File: config.mk
export PLATFORM = sky130hd
export DESIGN_NAME = absorb_fsm
export DESIGN_NICKNAME = d
export VERILOG_FILES = /design/src/rtl/absorb_fsm.sv
export SDC_FILE = /design/constraint.sdc
export NUM_CORES = 1
export LEC_CHECK = 0
export ABC_AREA = 1
export BUFFER_PORTS_ARGS = -buffer_cell sky130_fd_sc_hd__buf_2
export CELL_PAD_IN_SITES_DETAIL_PLACEMENT = 1
export CELL_PAD_IN_SITES_GLOBAL_PLACEMENT = 2
export CORE_AREA = 2 2 58 47
export CTS_BUF_LIST = sky130_fd_sc_hd__clkbuf_16
export DETAILED_ROUTE_END_ITERATION = 8
export DIE_AREA = 0 0 60 49
export HOLD_SLACK_MARGIN = 0.15
export PLACE_DENSITY_LB_ADDON = 0.1
export SLEW_MARGIN = 15
export SYNTH_ARGS = -nofsm -noshare
export SYNTH_HDL_FRONTEND = slang
export SYNTH_SLANG_ARGS = --single-unit
File: constraint.sdc
create_clock -name clk -period 1.95 [get_ports clk]
set_clock_uncertainty 0.05 [all_clocks]
set_input_delay 0.585 -clock clk [delete_from_list [all_inputs] [get_ports clk]]
set_output_delay 0.585 -clock clk [all_outputs]
set_load 0.005 [all_outputs]
File: src/rtl/absorb_fsm.sv
// absorb_fsm: second-stage SHAKE controller.
// Absorbs blocks from the input buffer into the Keccak state, sequences the
// one-round-per-cycle Keccak-f datapath, and hands squeezed rate blocks to
// the output stage through the output_buffer_ready flag handshake.
// Control outputs are decoded from the current state and inputs (Mealy) so
// the datapath acts in the same cycle the condition is seen.
module absorb_fsm #(
  parameter int ROUNDS = 24,
  parameter int RW     = $clog2(ROUNDS)
) (
  input  logic          clk,
  input  logic          rst,
  input  logic          input_buffer_ready,
  input  logic          last_block_in_buffer,
  output logic          input_buffer_ready_clr,
  output logic          state_reset,
  output logic          absorb_enable,
  output logic          round_enable,
  output logic [RW-1:0] round_index,
  input  logic          output_buffer_ready,
  input  logic          last_output_block,
  output logic          copy_enable,
  output logic          output_buffer_ready_wr,
  output logic          last_block_out_wr,
  output logic          busy
);

  typedef enum logic [2:0] {
    ST_RESET       = 3'd0,
    ST_IDLE        = 3'd1,
    ST_PERMUTE     = 3'd2,
    ST_WAIT_OUTPUT = 3'd3,
    ST_COPY        = 3'd4
  } state_t;

  localparam logic [RW-1:0] LAST_ROUND = RW'(ROUNDS - 1);

  state_t        state_r;
  logic [RW-1:0] round_r;
  logic          last_absorbed_r;

  assign round_index = round_r;

  // State register, round counter and last-block tracking; rst overrides everything.
  always_ff @(posedge clk) begin
    if (rst) begin
      state_r         <= ST_RESET;
      round_r         <= '0;
      last_absorbed_r <= 1'b0;
    end else begin
      case (state_r)
        ST_RESET: begin
          state_r <= ST_IDLE;
        end
        ST_IDLE: begin
          if (input_buffer_ready) begin
            last_absorbed_r <= last_block_in_buffer;
            round_r         <= '0;
            state_r         <= ST_PERMUTE;
          end else begin
            state_r <= ST_IDLE;
          end
        end
        ST_PERMUTE: begin
          if (round_r == LAST_ROUND) begin
            round_r <= '0;
            if (!last_absorbed_r) begin
              state_r <= ST_IDLE;
            end else if (output_buffer_ready) begin
              // Output buffer still unread: hold the block until it drains.
              state_r <= ST_WAIT_OUTPUT;
            end else begin
              // Output buffer already free: copy right after the last round.
              state_r <= ST_COPY;
            end
          end else begin
            round_r <= round_r + RW'(1);
          end
        end
        ST_WAIT_OUTPUT: begin
          if (!output_buffer_ready) begin
            state_r <= ST_COPY;
          end else begin
            state_r <= ST_WAIT_OUTPUT;
          end
        end
        ST_COPY: begin
          round_r <= '0;
          if (last_output_block) begin
            last_absorbed_r <= 1'b0;
            state_r         <= ST_IDLE;
          end else begin
            // Squeeze permutation for the next output block.
            state_r <= ST_PERMUTE;
          end
        end
        default: begin
          state_r         <= ST_RESET;
          round_r         <= '0;
          last_absorbed_r <= 1'b0;
        end
      endcase
    end
  end

  // Mealy decode of the datapath controls and handshake pulses.
  always_comb begin
    input_buffer_ready_clr = 1'b0;
    state_reset            = 1'b0;
    absorb_enable          = 1'b0;
    round_enable           = 1'b0;
    copy_enable            = 1'b0;
    output_buffer_ready_wr = 1'b0;
    last_block_out_wr      = 1'b0;
    busy                   = 1'b1;
    case (state_r)
      ST_RESET: begin
        state_reset = 1'b1;
      end
      ST_IDLE: begin
        busy = 1'b0;
        if (input_buffer_ready) begin
          absorb_enable          = 1'b1;
          input_buffer_ready_clr = 1'b1;
        end else begin
          absorb_enable          = 1'b0;
          input_buffer_ready_clr = 1'b0;
        end
      end
      ST_PERMUTE: begin
        round_enable = 1'b1;
      end
      ST_WAIT_OUTPUT: begin
        busy = 1'b1;
      end
      ST_COPY: begin
        copy_enable            = 1'b1;
        output_buffer_ready_wr = 1'b1;
        last_block_out_wr      = last_output_block;
        // The copy samples the pre-reset state on the same edge the state clears.
        if (last_output_block) begin
          state_reset = 1'b1;
        end else begin
          state_reset = 1'b0;
        end
      end
      default: begin
        busy = 1'b1;
      end
    endcase
  end

endmodule

**Word-level counts from Yosys, hierarchy flattened**

Index checks and enable logic that the tools add are counted.

- Register bits: 9
- Input port bits: 6
- Output and inout bits: 13
- Word-level logic and storage cells: 39

- Add/sub/neg operators: 1
- Eq/ne operators: 8
- Mux-type cells: 20
- Bitwise logic cells: 2
- Reductions and logical operators: 5

Operators with widths:

| operator | count |
|---|---|
| 3-bit case mux with 5 select lines | 1 |
| 5-bit case mux with 3 select lines | 1 |
| 5-bit 2-to-1 mux | 2 |
| 1-bit 2-to-1 mux | 9 |
| 3-bit 2-to-1 mux | 3 |
| 3-bit by 2-bit equality test with 1-bit output (second input constant) | 2 |
| 2-bit inequality test (second input constant) | 3 |
| 5-bit by 1-bit adder with 5-bit output (second input constant) | 1 |
| 5-bit equality test (second input constant) | 1 |
| 2-bit 2-to-1 mux | 2 |
| 3-bit by 1-bit equality test with 1-bit output (second input constant) | 1 |
| 3-bit equality test (second input constant) | 1 |
| 3-bit zero test | 1 |
| 1-bit case mux with 3 select lines | 1 |
| 3-bit AND reduction | 1 |
| 3-bit OR reduction | 1 |
| 1-bit inverter | 2 |
| 1-bit case mux with 2 select lines | 1 |
| 2-bit AND reduction | 1 |
| 2-bit OR reduction | 1 |

**Longest topological paths before layout**

Gate-level depths: netlist of the first run.

- Depth after elaboration: 4
- Gate-level depth with buffers: 7
- Gate-level depth less buffers: 7

**Worst setup path before layout of the first run**

OpenSTA, ideal clock, no wires.

- Path kind: reg2out
- From: register state_r[0]
- To: output input_buffer_ready_clr
- Data arrival time: 0.861 ns
- Required time: 1.315 ns
- Path slack: 0.454 ns
- Stages on the path, launching flop included: 6
- Buffers on the path: 1
- Cell sequence: dfxtp_1 > inv_2 > nor2_4 > nand3_1 > inv_1 > buf_4

- Longest elaborated chain between the ends: 2

RTL lines:

| element | line | source |
|---|---|---|
| start: declaration | 38 | `state_t state_r;` |
| start signal: assignment | 47 | `state_r <= ST_RESET;` |
| start signal: assignment | 53 | `state_r <= ST_IDLE;` |
| start signal: assignment | 59 | `state_r <= ST_PERMUTE;` |
| 3-bit by 1-bit equality test with 1-bit output | n/a |  |
| 1-bit 2-to-1 mux | n/a |  |
| end: declaration | 15 | `output logic input_buffer_ready_clr,` |

No other way between the ends.

**Worst setup path after layout of the first run**

- From: register state_r[0]
- To: output absorb_enable

- Longest elaborated chain between the ends: 2

RTL lines:

| element | line | source |
|---|---|---|
| 3-bit by 1-bit equality test with 1-bit output | 116 | `case (state_r)` |
| 1-bit 2-to-1 mux | 116 |  |
| end: declaration | 17 | `output logic absorb_enable,` |

No other way between the ends.

==> impl_metrics.csv, run 1 <==
group,metric,value,unit
placement,place_hpwl,1.32,mm
worst_setup_path,cp_max_fo,5,
clocking,htree_levels,1,
worst_setup_path,startpoint_type,"register",
sta,worst_pin_slew,0.329,ns
drt,first_iter_violations,8,
clocking,clock_path_buffers,2,
worst_setup_path,worstSetupPathType,"register to primary output",
synthesis,syn_avg_cell_area,6.64,um2
finish,register_area,180,um2
placement,io_buffers,18,
grt,grt_overflow_total,0,
clocking,clkSlewWorstSetupHoldPaths,0.04,ns
floorplanning,rows,16,
worst_setup_path,crit_required,1.31,ns
floorplanning,core_area,0.00242,mm2
synthesis,ys_top_cells_by_area,"dfxtp_1 (31%), nand2_1 (12%), nand3_1 (9.4%)",
power_and_ir_drop,power.leakage,0.384,nW
status,status,"complete, no violations",
grt,grt_pass1_wl,2.60,mm
synthesis,yosysTopAreaCellShare,0.308,
finish,fill_cells,321,
finish,areaGrowthSynthToFinish,35.3,%
floorplanning,dieHeight,49,um
sta,fin_setup_tns,0,ns
clocking,cts_sinks,9,
finish,post-route-util,0.326,
drt,antenna_left,0,
power_and_ir_drop,pwr_density_cell,1020,mW/mm2
synthesis,yosys_warnings,0,
drt,wl,1.61,mm
worst_setup_path,r2r_start,"state_r[2]",
sta,finalSetupViolCount,0,
synthesis,synth_fp_nets,95,
synthesis,synth.yosys.seq_area_share,0.308,
clocking,post_cts_buffers,0,
worst_setup_path,r2r_slack,0.64,ns
drt,post_drt_wl_per_cell,11.1,um
finish,diodes,0,
floorplanning,chipWidth,60,um
worst_hold_path,hp-class,"register to register",
grt,grt_pass1_vias,554,
sta,min_period_over_period,0.929,
grt,antenna_found_initial,0,
sta,slew_violations,0,
sta,post-route-min-period,1.81,ns
clocking,cts-resized-gates,0,
finish,fin_nets,117,
sta,clock.fmax,0.552,GHz
drt,drcViolationCount,0,
grt,grt_max_degree,9,
finish,layout-drive-gt1-share,0.349,
clocking,hold_buffers,0,
synthesis,synth_top_area_cell,"dfxtp_1",
power_and_ir_drop,peakVddDrop,452,uV
placement,place.gp.congestion,0.669,
clocking,cts_tree,"done",
floorplanning,start_util,0.241,
sta,final-hold-violation-count,0,
worst_setup_path,endpoint_kind,"primary output",
run,drv_cap,0,
drt,vias_per_cell,4.39,
floorplanning,io_pins,19,
finish,multi_input_area,342,um2
worst_hold_path,hp-start,"last_absorbed_r",
sta,relSlewSlack,0.778,
synthesis,ys_types,21,
worst_setup_path,crit_start,"state_r[0]",
worst_setup_path,arrival,1.18,ns
floorplanning,dieArea,0.00294,mm2
synthesis,synth-seq-cells,9,
synthesis,synth_area,584,um2
placement,dp_cells,141,
synthesis,synthCells,88,
clocking,ctsRootBufferMaster,"clkbuf_16",
finish,fin_cells,145,
sta,rsz0062_at_grt,"no",
finish,mostFrequentLayoutCells,"nand2_1 (18), buf_2 (18), nand3_1 (11)",
grt,grt_use_total,0.121,
drt,via_count,637,
clocking,numCtsBuffers,3,
clocking,clock_latency,0.24,ns
drt,dr.pass1.iters,4,
-- metrics by stage --
step	total power [mW]	setup WS (ns)	area (um2)	hold WS [ns]
2_1_floorplan	0.376	0.454	584	0.402
3_3_place_gp	0.446	0.300	712	0.422
3_5_place_dp	0.445	0.266	712	0.432
4_1_cts	0.816	0.118	791	0.445
5_1_grt	0.856	0.0467	791	0.489
6_report	0.805	0.139	791	0.443
-- per-layer routing --
layer | global-route usage | share of wire | vias up
met4 | 0.0333 | 0.0081 | 0
li1 | - | - | 327
met5 | 0 | 0 | -
met3 | 0.0557 | 0.044 | 2
met2 | 0.161 | 0.42 | 17
met1 | 0.173 | 0.53 | 291
-- registers in the layout (all words and copies together), names as in the netlist --
register,cells
last_absorbed_r,1
round_index,5
state_r,3
-- worst max-delay path, cell delays in order (launching register included) --
cell and delay (ns):
dfxtp_1 0.43, inv_2 0.11, nor2_4 0.12, nand3_1 0.10
inv_1 0.07, buf_2 0.11
-- kinds of logic (layout without fill, tap and decap cells) --
kind of cell    Yosys count  count (layout)  share of synthesized area
buf+inv                  14              35                      0.107
fa+ha+maj                 1               1                     0.0214
flops                     9               9                      0.308
compound gates            9               9                     0.0835
simple gates             55              55                      0.480
-- where the power goes --
group	switching [mW]	internal, mW	total, mW
combinational	0.135	0.0818	0.217
sequential	0.0216	0.201	0.223
clock	0.0965	0.269	0.365
-- cell type report --
cell class / instances / share of cell area
tap: 36 / 0.0570
inverter: 12 / 0.0601
clock buffer: 3 / 0.0949
multi-input combinational: 65 / 0.432
timing repair buffer: 19 / 0.123
clock inverter: 1 / 0.00475
sequential: 9 / 0.228
-- final timing paths --
kind | endpoint | cells past startpoint
worst max-delay path | absorb_enable | 5
worst min-delay path | last_absorbed_r | 2
worst max register to register | state_r[1] | 8
worst min register to register | last_absorbed_r | 2
-- cells in the mapped netlist --
library cell / n
a21oi_1: 7
nand3b_1: 1
nor2_4: 2
nand4_1: 2
a21oi_2: 1
clkinv_1: 1
buf_4: 2
nor2_1: 10
inv_2: 3
nand3_2: 3
inv_1: 7
ha_1: 1
inv_4: 1
nor3_1: 2
dfxtp_1: 9
or2_2: 1
nor2_2: 1
nand3_1: 11
nand2_1: 18
o21ai_0: 1
nand2_2: 4
Power figures use the tool's default switching activity.
==> run 2: changes to the inputs <==
==> config.mk (replaced) <==
export PLATFORM = sky130hd
export DESIGN_NAME = absorb_fsm
export DESIGN_NICKNAME = d
export VERILOG_FILES = /design/src/rtl/absorb_fsm.sv
export SDC_FILE = /design/constraint.sdc
export NUM_CORES = 1
export LEC_CHECK = 0
export ABC_AREA = 1
export BUFFER_PORTS_ARGS = -buffer_cell sky130_fd_sc_hd__buf_2
export CORE_AREA = 2 2 39 41
export CTS_BUF_LIST = sky130_fd_sc_hd__clkbuf_16
export DETAILED_ROUTE_END_ITERATION = 8
export DIE_AREA = 0 0 41 43
export HOLD_SLACK_MARGIN = 0.15
export PLACE_DENSITY = 0.71
export SLEW_MARGIN = 15
export SYNTH_ARGS = -nofsm -noshare
export SYNTH_HDL_FRONTEND = slang
export SYNTH_SLANG_ARGS = --single-unit
==> run 2 against run 1 <==
  * Wire length fell by 22%
  * Die area fell by 40%
  * Total power fell by 2.8%
  * Clock-buffer cell count did not move
  * Via count fell by 4.1%
  * Setup slack improved by 0.0034 ns
  * Critical path type unchanged
  * Largest cell class unchanged
  * Highest routed layer unchanged
==> impl_metrics.csv, run 2 (same netlist as run 1, synthesis figures left out) <==
group,metric,value,unit
status,status,"complete, no violations",
drt,drcViolationCount,0,
sta,hold_ws,0.431,ns
finish,fill_cells,145,
clocking,clkSlewWorstSetupHoldPaths,0.04,ns
sta,final-hold-violation-count,0,
worst_setup_path,cp_cell_sequence,"inv_2, nor2_4, nand3_1, inv_1, buf_2",
worst_setup_path,cp_slowest_cell,"dfxtp_1",
drt,post_drt_wl_per_cell,10.2,um
worst_setup_path,path_delay_family,"flip-flops",
power_and_ir_drop,pwr-share-comb,0.260,
clocking,clock_path_buffers,2,
placement,io_buffers,18,
sta,fin_setup_tns,0,ns
drt,via_count,611,
drt,dr.pass1.iters,4,
worst_setup_path,critPathMaxStageDelay,0.43,ns
drt,wl,1.26,mm
drt,wl_met3,94,um
sta,rsz0062_at_grt,"no",
worst_setup_path,startpoint_type,"register",
finish,register_area,180,um2
power_and_ir_drop,p_switching,235,uW
finish,mostFrequentLayoutCells,"nand2_1 (18), buf_2 (18), nand3_1 (11)",
worst_setup_path,arrival,1.17,ns
finish,multi_input_area,342,um2
drt,vias_per_cell,4.93,
drt,top_layer,"met4",
placement,place.gp.congestion,0.700,
grt,grt_use_total,0.194,
drt,antenna_left,0,
clocking,post_cts_buffers,0,
grt,grt_overflow_total,0,
clocking,cts_tree,"done",
sta,clock.fmax,0.553,GHz
sta,slew_violations,0,
power_and_ir_drop,power.leakage,0.378,nW
clocking,ctsRootBufferMaster,"clkbuf_16",
floorplanning,rows,14,
grt,grt_pass1_wl,2.26,mm
sta,relSlewSlack,0.805,
finish,layout-drive-gt1-share,0.343,
worst_setup_path,path_buf_inv,3,
power_and_ir_drop,seqPwrFrac,0.284,
power_and_ir_drop,sw_frac_of_total,0.301,
clocking,clock_latency,0.23,ns
finish,largest_reg_flops,5,
worst_setup_path,worstSetupPathType,"register to primary output",
grt,antenna_found_initial,0,
clocking,hold_buffers,0,
worst_hold_path,hp-class,"register to register",
power_and_ir_drop,pwr_density_cell,1030,mW/mm2
sta,min_period_over_period,0.927,
floorplanning,io_pins,19,
sta,post-route-min-period,1.81,ns
clocking,cts_sinks,9,
floorplanning,dieArea,0.00176,mm2
worst_setup_path,endpoint_kind,"primary output",
floorplanning,chipWidth,41,um
run,drv_cap,0,
placement,place_hpwl,982,um
grt,grt_max_degree,9,
finish,areaGrowthSynthToFinish,29.8,%
finish,fin_nets,116,
worst_setup_path,cp_max_fo,5,
power_and_ir_drop,p_int,547,uW
grt,grt_pass1_vias,540,
clocking,htree_levels,1,
worst_setup_path,crit_required,1.31,ns
clocking,cts-resized-gates,0,
sta,worst_pin_slew,0.289,ns
floorplanning,dieHeight,43,um
power_and_ir_drop,clkPwrFrac,0.456,
floorplanning,start_util,0.422,
clocking,numCtsBuffers,3,
drt,first_iter_violations,6,
drt,met2_length,573,um
drt,met1Wirelength,548,um
floorplanning,core_area,0.00138,mm2
finish,diodes,0,
sta,finalSetupViolCount,0,
power_and_ir_drop,peakVddDrop,752,uV
-- run 2: cell types whose count changed in the layout (fill, tap and decap cells not counted), sizes merged --
cell / before / now
buf: 19 / 18
-- run 2: final timing paths --
check	start	depth (start not counted)	slack (ns)	end
max	state_r[0]	5	0.14	absorb_enable
min	last_absorbed_r	2	0.43	last_absorbed_r
max reg2reg	round_index[0]	6	0.70	state_r[1]
min reg2reg	last_absorbed_r	2	0.43	last_absorbed_r
-- run 2: final cells by class --
cell class,count,share of cell area
inverter,12,0.0627
clock inverter,1,0.00495
timing repair buffer,18,0.119
tap,16,0.0264
sequential,9,0.238
multi-input combinational,65,0.450
clock buffer,3,0.0990
-- run 2: layer usage --
metal / GRT usage / up-vias
met2: 0.269 / 24
met5: 0 / -
met1: 0.248 / 259
met4: 0.180 / 0
met3: 0.0157 / 4
li1: - / 324
-- run 2: through the flow --
step | util | power (mW) | cell area [um2] | setup slack [ns] | instances
floorplan | - | 0.376 | 584 | 0.454 | 88
global placement | 0.491 | 0.426 | 679 | 0.305 | 120
detailed placement | 0.491 | 0.430 | 679 | 0.278 | 120
CTS | 0.548 | 0.793 | 758 | 0.128 | 124
global route | 0.548 | 0.827 | 758 | 0.00736 | 124
finish | 0.548 | 0.783 | 758 | 0.143 | 124
-- run 2: power by group through the flow --
stage          Clock, mW  Sequential, mW  Combinational [mW]
5_1_grt            0.366           0.226               0.236
2_1_floorplan          0           0.222               0.154
3_5_place_dp           0           0.225               0.204
4_1_cts            0.366           0.223               0.205
6_report           0.357           0.222               0.204
3_3_place_gp           0           0.224               0.201
-- run 2: worst register-to-register path, cell delays in order, from the launching register on --
cell and delay (ns):
dfxtp_1 0.40, ha_1 0.23, nand4_1 0.17, nand2_1 0.13, inv_2 0.03, nor2_1 0.09
nor2_1 0.04
